**src/rtl/prog_loader_if.sv**
```systemverilog
// rtl/prog_loader_if.sv - host byte stream and program-memory load port bundle
interface prog_loader_if #(
    parameter int ADDR_W = 8
) ();
    logic              in_valid;
    logic [7:0]        in_data;
    logic              in_ready;
    logic              load_en;
    logic [ADDR_W-1:0] load_addr;
    logic [11:0]       load_instr;
    logic              load_done;
    logic              load_err;

    // host / bench side: drives bytes, observes the load port
    modport master (
        output in_valid, in_data,
        input  in_ready, load_en, load_addr, load_instr, load_done, load_err
    );

    // loader side: consumes bytes, drives the load port
    modport slave (
        input  in_valid, in_data,
        output in_ready, load_en, load_addr, load_instr, load_done, load_err
    );
endinterface

```
**src/rtl/prog_loader.sv**
```systemverilog
// rtl/prog_loader.sv - framed byte stream to program-memory loader with XOR checksum
module prog_loader #(
    parameter int          DEPTH     = 10,
    parameter int          ADDR_W    = 8,
    parameter logic [7:0]  SYNC_BYTE = 8'hA5
) (
    input  logic         clk,
    input  logic         rst,
    prog_loader_if.slave bus
);
    localparam logic [7:0] DEPTH_B = 8'(DEPTH);

    typedef enum logic [2:0] {
        S_SYNC, S_COUNT, S_HI, S_LO, S_WRITE, S_CSUM, S_DONE, S_ERR
    } state_t;

    state_t            state_q, state_d;
    logic [7:0]        n_q, n_d;
    logic [7:0]        count_q, count_d;
    logic [7:0]        csum_q, csum_d;
    logic [3:0]        hi_q, hi_d;
    logic [ADDR_W-1:0] addr_q, addr_d;
    logic [11:0]       instr_q, instr_d;
    logic              ready;
    logic              xfer;

    // byte-accepting states; ready is masked during reset so nothing transfers
    always_comb begin
        ready = 1'b0;
        case (state_q)
            S_SYNC, S_COUNT, S_HI, S_LO, S_CSUM: ready = 1'b1;
            default:                             ready = 1'b0;
        endcase
    end

    assign xfer = bus.in_valid && ready;

    assign bus.in_ready   = ready && !rst;
    assign bus.load_en    = (state_q == S_WRITE);
    assign bus.load_addr  = addr_q;
    assign bus.load_instr = instr_q;
    assign bus.load_done  = (state_q == S_DONE);
    assign bus.load_err   = (state_q == S_ERR);

    // state and datapath registers
    always_ff @(posedge clk) begin
        if (rst) begin
            state_q <= S_SYNC;
            n_q     <= '0;
            count_q <= '0;
            csum_q  <= '0;
            hi_q    <= '0;
            addr_q  <= '0;
            instr_q <= '0;
        end else begin
            state_q <= state_d;
            n_q     <= n_d;
            count_q <= count_d;
            csum_q  <= csum_d;
            hi_q    <= hi_d;
            addr_q  <= addr_d;
            instr_q <= instr_d;
        end
    end

    // frame parser: next state plus count/checksum/address/instruction updates
    always_comb begin
        state_d = state_q;
        n_d     = n_q;
        count_d = count_q;
        csum_d  = csum_q;
        hi_d    = hi_q;
        addr_d  = addr_q;
        instr_d = instr_q;
        case (state_q)
            S_SYNC: begin
                if (xfer && bus.in_data == SYNC_BYTE) state_d = S_COUNT;
            end
            S_COUNT: begin
                if (xfer) begin
                    if (bus.in_data == 8'd0 || bus.in_data > DEPTH_B) begin
                        state_d = S_ERR;
                    end else begin
                        n_d     = bus.in_data;
                        count_d = '0;
                        csum_d  = '0;
                        addr_d  = '0;
                        state_d = S_HI;
                    end
                end
            end
            S_HI: begin
                if (xfer) begin
                    if (bus.in_data[7:4] != 4'd0) begin
                        state_d = S_ERR;
                    end else begin
                        hi_d    = bus.in_data[3:0];
                        csum_d  = csum_q ^ bus.in_data;
                        state_d = S_LO;
                    end
                end
            end
            S_LO: begin
                if (xfer) begin
                    csum_d  = csum_q ^ bus.in_data;
                    instr_d = {hi_q, bus.in_data};
                    state_d = S_WRITE;
                end
            end
            S_WRITE: begin
                // address only advances when another word follows, so it never passes N-1
                count_d = count_q + 8'd1;
                if (count_d == n_q) begin
                    state_d = S_CSUM;
                end else begin
                    addr_d  = addr_q + ADDR_W'(1);
                    state_d = S_HI;
                end
            end
            S_CSUM: begin
                if (xfer) state_d = (bus.in_data == csum_q) ? S_DONE : S_ERR;
            end
            default: state_d = state_q;
        endcase
    end
endmodule

```
**src/flat_wrapper.sv**
```systemverilog
// flat-port wrapper written by rule: the top's interface ports become plain ports
module prog_loader_flat 
#(
    parameter int          DEPTH     = 10,
    parameter int          ADDR_W    = 8,
    parameter logic [7:0]  SYNC_BYTE = 8'hA5
)
  (clk, rst, bus_in_valid, bus_in_data, bus_in_ready, bus_load_en, bus_load_addr, bus_load_instr, bus_load_done, bus_load_err);
  prog_loader_if #(.ADDR_W(ADDR_W)) bus_i ();
  input  logic clk;
  input  logic rst;
  input wire logic [$bits(bus_i.in_valid)-1:0] bus_in_valid;
  input wire logic [$bits(bus_i.in_data)-1:0] bus_in_data;
  output wire logic [$bits(bus_i.in_ready)-1:0] bus_in_ready;
  output wire logic [$bits(bus_i.load_en)-1:0] bus_load_en;
  output wire logic [$bits(bus_i.load_addr)-1:0] bus_load_addr;
  output wire logic [$bits(bus_i.load_instr)-1:0] bus_load_instr;
  output wire logic [$bits(bus_i.load_done)-1:0] bus_load_done;
  output wire logic [$bits(bus_i.load_err)-1:0] bus_load_err;
  assign bus_i.in_valid = bus_in_valid;
  assign bus_i.in_data = bus_in_data;
  assign bus_in_ready = bus_i.in_ready;
  assign bus_load_en = bus_i.load_en;
  assign bus_load_addr = bus_i.load_addr;
  assign bus_load_instr = bus_i.load_instr;
  assign bus_load_done = bus_i.load_done;
  assign bus_load_err = bus_i.load_err;
  prog_loader #(.DEPTH(DEPTH), .ADDR_W(ADDR_W), .SYNC_BYTE(SYNC_BYTE)) u_core (.clk(clk), .rst(rst), .bus(bus_i));
endmodule
```
**config.mk**
```make
export PLATFORM = sky130hd
export DESIGN_NAME = prog_loader_flat
export DESIGN_NICKNAME = d
export VERILOG_FILES = /design/src/rtl/prog_loader_if.sv /design/src/rtl/prog_loader.sv /design/src/flat_wrapper.sv
export SDC_FILE = /design/constraint.sdc
export NUM_CORES = 1
export LEC_CHECK = 0
export BUFFER_PORTS_ARGS = -buffer_cell sky130_fd_sc_hd__buf_2
export CAP_MARGIN = 10
export CORE_MARGIN = 4
export CORE_UTILIZATION = 55
export CTS_CLUSTER_SIZE = 30
export DETAILED_ROUTE_END_ITERATION = 10
export PLACE_DENSITY = 0.76
export SLEW_MARGIN = 0
export SYNTH_ARGS = -nofsm -noshare
export SYNTH_HDL_FRONTEND = slang
export SYNTH_SLANG_ARGS = --single-unit
```
**constraint.sdc**
```tcl
create_clock -name clk -period 2.7 [get_ports clk]
set_input_delay 0.54 -clock clk [delete_from_list [all_inputs] [get_ports clk]]
set_output_delay 0.54 -clock clk [all_outputs]
set_load 0.05 [all_outputs]
```
==> flow_summary.json, run 1 <==
{
  "yosys.area_share.simple_pct": 25.5,
  "ctsRootBufferMaster": "clkbuf_8",
  "start_util_pct": 57.8,
  "comb_power_share_pct": 5.9,
  "max_cap_violations": 0,
  "leakage_nw": 1.20,
  "fmax_mhz": 406,
  "layout_setup_ws_ns": 0.238,
  "ios": 35,
  "slew_violations": 0,
  "slew_headroom_pct": 66.4,
  "p_int_mw": 0.972,
  "die_x_um": 78.9,
  "synth_nets": 371,
  "grt_start_max_net_pins": 26,
  "clockBufferDepth": 2,
  "final_nets": 402,
  "layout_commonest_cell": "nand2_1",
  "critPathArrivalTime_ns": 1.92,
  "synthFlopType": "dfxtp_1",
  "switching_share_pct": 25.0,
  "antennaDiodeCount": 0,
  "worst_pin_slew_ns": 0.499,
  "vias_per_cell": 5.74,
  "synth_compound_area_share_pct": 22.9,
  "cts_inserted_buffers": 5,
  "core_area_um2": 4790,
  "irDropWorstVdd_mv": 0.418,
  "postSynthAreaPerCell_um2": 7.76,
  "synth_edf_count": 0,
  "cts_tree": "built",
  "synth_top_family_by_area": "simple AND/OR/NAND/NOR gates",
  "syn_area_um2": 2760,
  "place_ws_ns": -0.0367,
  "period_needed_ns": 2.46,
  "fin_crit_sh_pct": 91.2,
  "dr.pass1.iters": 4,
  "ys_warn_count": 0,
  "power_switching_mw": 0.325,
  "synthMuxAreaShare_pct": 2.17,
  "synth_fa_ha_area_share_pct": 1.81,
  "io_buffer_count": 34,
  "finalHoldViolCount": 0,
  "setup_violations": 0,
  "routed_wl_um": 6500,
  "antenna_found_initial": 0,
  "dp_hpwl_um": 4680,
  "vias": 2610,
  "die_h_um": 78.9,
  "hp-class": "reg -> reg",
  "power.share.sequential_pct": 58.1,
  "rrSetupSlack_ns": 0.36,
  "worstSetupStartpointType": "flip-flop",
  "clock_latency_ns": 0.31,
  "clk_pin_slew_ns": 0.10,
  "htree_levels": 2,
  "wire_per_inst_um": 14.3,
  "area_growth_pct": 13.4,
  "power_mw": 1.30,
  "rows": 25,
  "cp-end-kind": "output port",
  "power_density_nw_per_um2": 414,
  "mostFrequentLayoutCells": "nand2_1 (53), dfxtp_1 (51), a21oi_1 (42), buf_2 (34), nor2_1 (32)",
  "status": "finished, final reports clean",
  "synth-seq-area-share_pct": 36.9,
  "grt_pass1_wl_um": 10900,
  "cp.required_ns": 2.16,
  "gp_congestion": 0.832,
  "antenna_left": 0,
  "crit_type": "reg -> out",
  "synth_seq_cells": 51,
  "cp_max_fo": 12,
  "numClockSinks": 51,
  "dieArea_um2": 6220,
  "synth-xor-area-share_pct": 5.39,
  "syn_inst": 356,
  "grt_usage_pct": 21.5,
  "pwr-share-clk_pct": 36.1,
  "first_iter_violations": 110,
  "drive_gt1_share_pct": 16.0,
  "rsz0062_at_grt": "no",
  "ctsHoldBuffers": 0,
  "grt_pass1_vias": 2449,
  "fin_skew_ns": 0.00419,
  "overflow": 0,
  "drc": 0,
  "ys_async_sr_fraction_pct": 0,
  "synth_cell_types": 49
}
power groups by stage:
stage	Combinational (mW)	Sequential, mW	Clock [mW]
final	0.0764	0.753	0.468
after CTS	0.0753	0.753	0.483
after global placement	0.0741	0.771	0
after detailed placement	0.0750	0.771	0
after floorplan	0.0486	0.770	0
after global routing	0.0826	0.754	0.513
area by class of cell:
cell class / count / area [um2]
Timing Repair Buffer: 47 / 268
Clock buffer: 5 / 68.8
Multi-Input combinational cell: 266 / 1600
Tap cell: 67 / 83.8
Fill cell: 419 / 1650
Sequential cell: 51 / 1020
Clock inverter: 3 / 28.8
Inverter: 16 / 60.1
state kept, by name, summed over array words and instances (netlist names):
| register | flops |
|---|---|
| u_core.n_q | 8 |
| u_core.csum_q | 8 |
| u_core.bus.load_instr | 12 |
| u_core.bus.load_addr | 8 |
| u_core.count_q | 8 |
| u_core.state_q | 3 |
| u_core.hi_q | 4 |
layer usage:
metal  wire (um)  vias to the layer above  global-route usage, %  share of wire, %
met5           0                        -                      0                 0
met4         112                        0                   7.73               1.7
met3         254                       11                   3.85               3.9
met2        3150                       72                   36.9                49
met1        2980                     1210                   26.9                46
li1            -                     1317                      -                 -
metrics by stage:
| step | TNS, ns | util [%] | hold slack, ns | cells | area [um2] |
|---|---|---|---|---|---|
| 2_1_floorplan | 0 | - | 0.432 | 356 | 2760 |
| 5_1_grt | 0 | 65.5 | 0.479 | 455 | 3130 |
| 3_3_place_gp | 0 | 63.4 | 0.442 | 447 | 3030 |
| 4_1_cts | 0 | 65.4 | 0.458 | 455 | 3130 |
| 6_report | 0 | 65.5 | 0.457 | 455 | 3130 |
| 3_5_place_dp | -0.0367 | 63.4 | 0.444 | 447 | 3030 |
kinds of logic after synthesis:
kind of cell,count (synthesis)
adder cells (fa/ha/maj),4
AO/OA/AOI/OAI,96
buffers and inverters,39
AND/OR/NAND/NOR,143
XOR/XNOR,17
multiplexers,6
flip-flops,51
synthesized netlist by cell type, types with 2 or more instances:
cell | n | area, um2
a2111oi_0 | 2 | 17.5
a211oi_1 | 4 | 30.0
a21boi_1 | 3 | 22.5
a21o_1 | 3 | 22.5
a21oi_1 | 42 | 210
a311oi_1 | 2 | 17.5
and2_1 | 4 | 25.0
and4_1 | 3 | 26.3
clkbuf_1 | 21 | 78.8
clkinv_1 | 2 | 7.51
dfxtp_1 | 51 | 1020
ha_1 | 4 | 50.1
inv_1 | 14 | 52.6
mux2i_1 | 6 | 60.1
nand2_1 | 53 | 199
nand2b_1 | 4 | 25.0
nand3_1 | 5 | 25.0
nand3b_1 | 2 | 15.0
nand4_1 | 4 | 25.0
nand4b_1 | 3 | 26.3
nor2_1 | 32 | 120
nor2b_1 | 8 | 50.1
nor3_1 | 5 | 25.0
nor4_1 | 7 | 43.8
o211ai_1 | 4 | 30.0
o21a_1 | 2 | 15.0
o21ai_0 | 10 | 50.1
o21ai_1 | 4 | 20.0
o31ai_1 | 2 | 15.0
o32ai_1 | 10 | 87.6
or3_1 | 6 | 37.5
or4_1 | 2 | 15.0
xnor2_1 | 5 | 43.8
xor2_1 | 12 | 105
worst paths after layout:
path	startpoint	to	cells past startpoint
min reg2reg	u_core.bus.load_instr[1]	u_core.bus.load_instr[1]	2
max	u_core.state_q[1]	bus_load_en	5
min	u_core.bus.load_instr[1]	u_core.bus.load_instr[1]	2
max reg2reg	u_core.count_q[0]	u_core.bus.load_addr[7]	7
critical path, cell delays in order (launching register included):
cell	delay [ns]
dfxtp_1	0.63
nor2_1	0.15
nand2_1	0.11
buf_4	0.17
clkinv_1	0.25
buf_2	0.30
what timing repair did:
item	4_1_cts	5_1_grt
resized for setup	0	1
buffers inserted	0	0
endpoints found under the setup margin	0	1
No activity file was read; power rests on OpenSTA's default activity.
==> inputs of run 2 (changes only) <==
--- a/config.mk
+++ b/config.mk
@@ -8,10 +8,9 @@
 export BUFFER_PORTS_ARGS = -buffer_cell sky130_fd_sc_hd__buf_2
 export CAP_MARGIN = 10
 export CORE_MARGIN = 4
-export CORE_UTILIZATION = 55
+export CORE_UTILIZATION = 43
 export CTS_CLUSTER_SIZE = 30
 export DETAILED_ROUTE_END_ITERATION = 10
-export PLACE_DENSITY = 0.76
 export SLEW_MARGIN = 0
 export SYNTH_ARGS = -nofsm -noshare
 export SYNTH_HDL_FRONTEND = slang
==> flow_summary.json, run 2 (synthesis results as in run 1) <==
{
  "status": "finished, final reports clean",
  "vias_per_cell": 5.58,
  "vias": 2596,
  "die_x_um": 88.2,
  "rsz0062_at_grt": "no",
  "dieArea_um2": 7770,
  "antenna_left": 0,
  "placed_area_um2": 3060,
  "worst_pin_slew_ns": 0.493,
  "place_ws_ns": 0.0183,
  "rr_startpoint": "u_core.count_q[1]",
  "worstSetupStartpointType": "flip-flop",
  "drive_gt1_share_pct": 16.2,
  "grt_usage_pct": 19.0,
  "slew_violations": 0,
  "clock_latency_ns": 0.31,
  "layout_setup_ws_ns": 0.264,
  "cp-end-kind": "flip-flop",
  "drc": 0,
  "worstHoldStart": "u_core.hi_q[3]",
  "dp_hpwl_um": 5000,
  "final_cells": 465,
  "period_needed_ns": 2.44,
  "setup-tns-final_ns": 0,
  "grt_pass1_wl_um": 11800,
  "grt_pass1_vias": 2530,
  "ios": 35,
  "hp-class": "reg -> reg",
  "mostFrequentLayoutCells": "nand2_1 (53), dfxtp_1 (51), a21oi_1 (42), buf_2 (34), nor2_1 (32)",
  "finalHoldViolCount": 0,
  "wire_per_inst_um": 15.0,
  "setup_violations": 0,
  "power_density_nw_per_um2": 416,
  "irDropWorstVdd_mv": 0.341,
  "fmax_mhz": 411,
  "fin_skew_ns": 0.0118,
  "cp.required_ns": 2.94,
  "layout_commonest_cell": "nand2_1",
  "first_iter_violations": 95,
  "routed_wl_um": 6960,
  "clk_pin_slew_ns": 0.11,
  "hold-worst-slack_ns": 0.457,
  "area_growth_pct": 14.2,
  "crit_start": "u_core.count_q[1]",
  "fin_crit_sh_pct": 90.2,
  "grt_start_max_net_pins": 31,
  "numClockSinks": 51,
  "ctsRootBufferMaster": "clkbuf_8",
  "fin_util_pct": 52.1,
  "crit_type": "reg -> reg",
  "max_cap_violations": 0,
  "cts_tree": "built",
  "dpl.cell_count": 457,
  "dr.pass1.iters": 4,
  "clockBufferDepth": 2,
  "gp_congestion": 0.855,
  "antenna_found_initial": 0,
  "cts_inserted_buffers": 5,
  "fillers": 624,
  "leakage_nw": 1.21,
  "ctsResizeCount": 0,
  "power_mw": 1.31,
  "rows": 28,
  "cp_max_fo": 13,
  "start_util_pct": 45.6,
  "slew_headroom_pct": 66.8,
  "htree_levels": 2,
  "ctsHoldBuffers": 0,
  "post_cts_buffers": 0,
  "core_area_um2": 6060,
  "final_nets": 404,
  "largest_reg_flops": 12,
  "critPathArrivalTime_ns": 2.68,
  "overflow": 0,
  "die_h_um": 88.2,
  "finalInstanceArea_um2": 3160,
  "antennaDiodeCount": 0,
  "io_buffer_count": 34
}
==> run 2: cell count changes in the layout (fill, tap and decap cells not counted) <==
| cell | previous run | this run |
|---|---|---|
| o2111a_1 | 0 | 1 |
| o2111a_2 | 1 | 0 |
| buf_4 | 13 | 15 |
==> run 2: cell type report <==
type | count | area [um2] | area share [%]
clock buffers | 5 | 68.8 | 2.18
clock inverters | 3 | 28.8 | 0.912
inverters | 16 | 60.1 | 1.90
multi-input cells | 266 | 1600 | 50.7
flip-flops and latches | 51 | 1020 | 32.3
well taps | 75 | 93.8 | 2.97
repair buffers | 49 | 283 | 8.96
==> run 2: power breakdown <==
group / total, mW / internal, mW / switching, mW / leakage (nW)
Sequential: 0.753 / 0.752 / 0.000709 / 0.411
Combinational: 0.0782 / 0.0288 / 0.0494 / 0.749
Clock: 0.483 / 0.193 / 0.290 / 0.0502
==> run 2: worst max-delay path, stage by stage, from the launching register on <==
cell	delay (ns)
dfxtp_1	0.43
ha_1	0.21
nand3_1	0.19
or3_1	0.36
a31o_2	0.25
o2111a_1	0.27
or4_1	0.52
a21boi_1	0.14
==> run 2: worst paths after layout <==
| kind | to | slack (ns) | cells past startpoint |
|---|---|---|---|
| worst max register to register | u_core.bus.load_addr[3] | 0.26 | 7 |
| worst min register to register | u_core.bus.load_instr[11] | 0.46 | 2 |
| worst min-delay path | u_core.bus.load_instr[11] | 0.46 | 2 |
| worst max-delay path | u_core.bus.load_addr[3] | 0.26 | 7 |
==> run 2: routing by layer <==
layer	global-route usage [%]	routed length (um)
met5	0	0
met4	5.49	97
met3	3.67	267
met2	33.2	3350
met1	23.6	3250
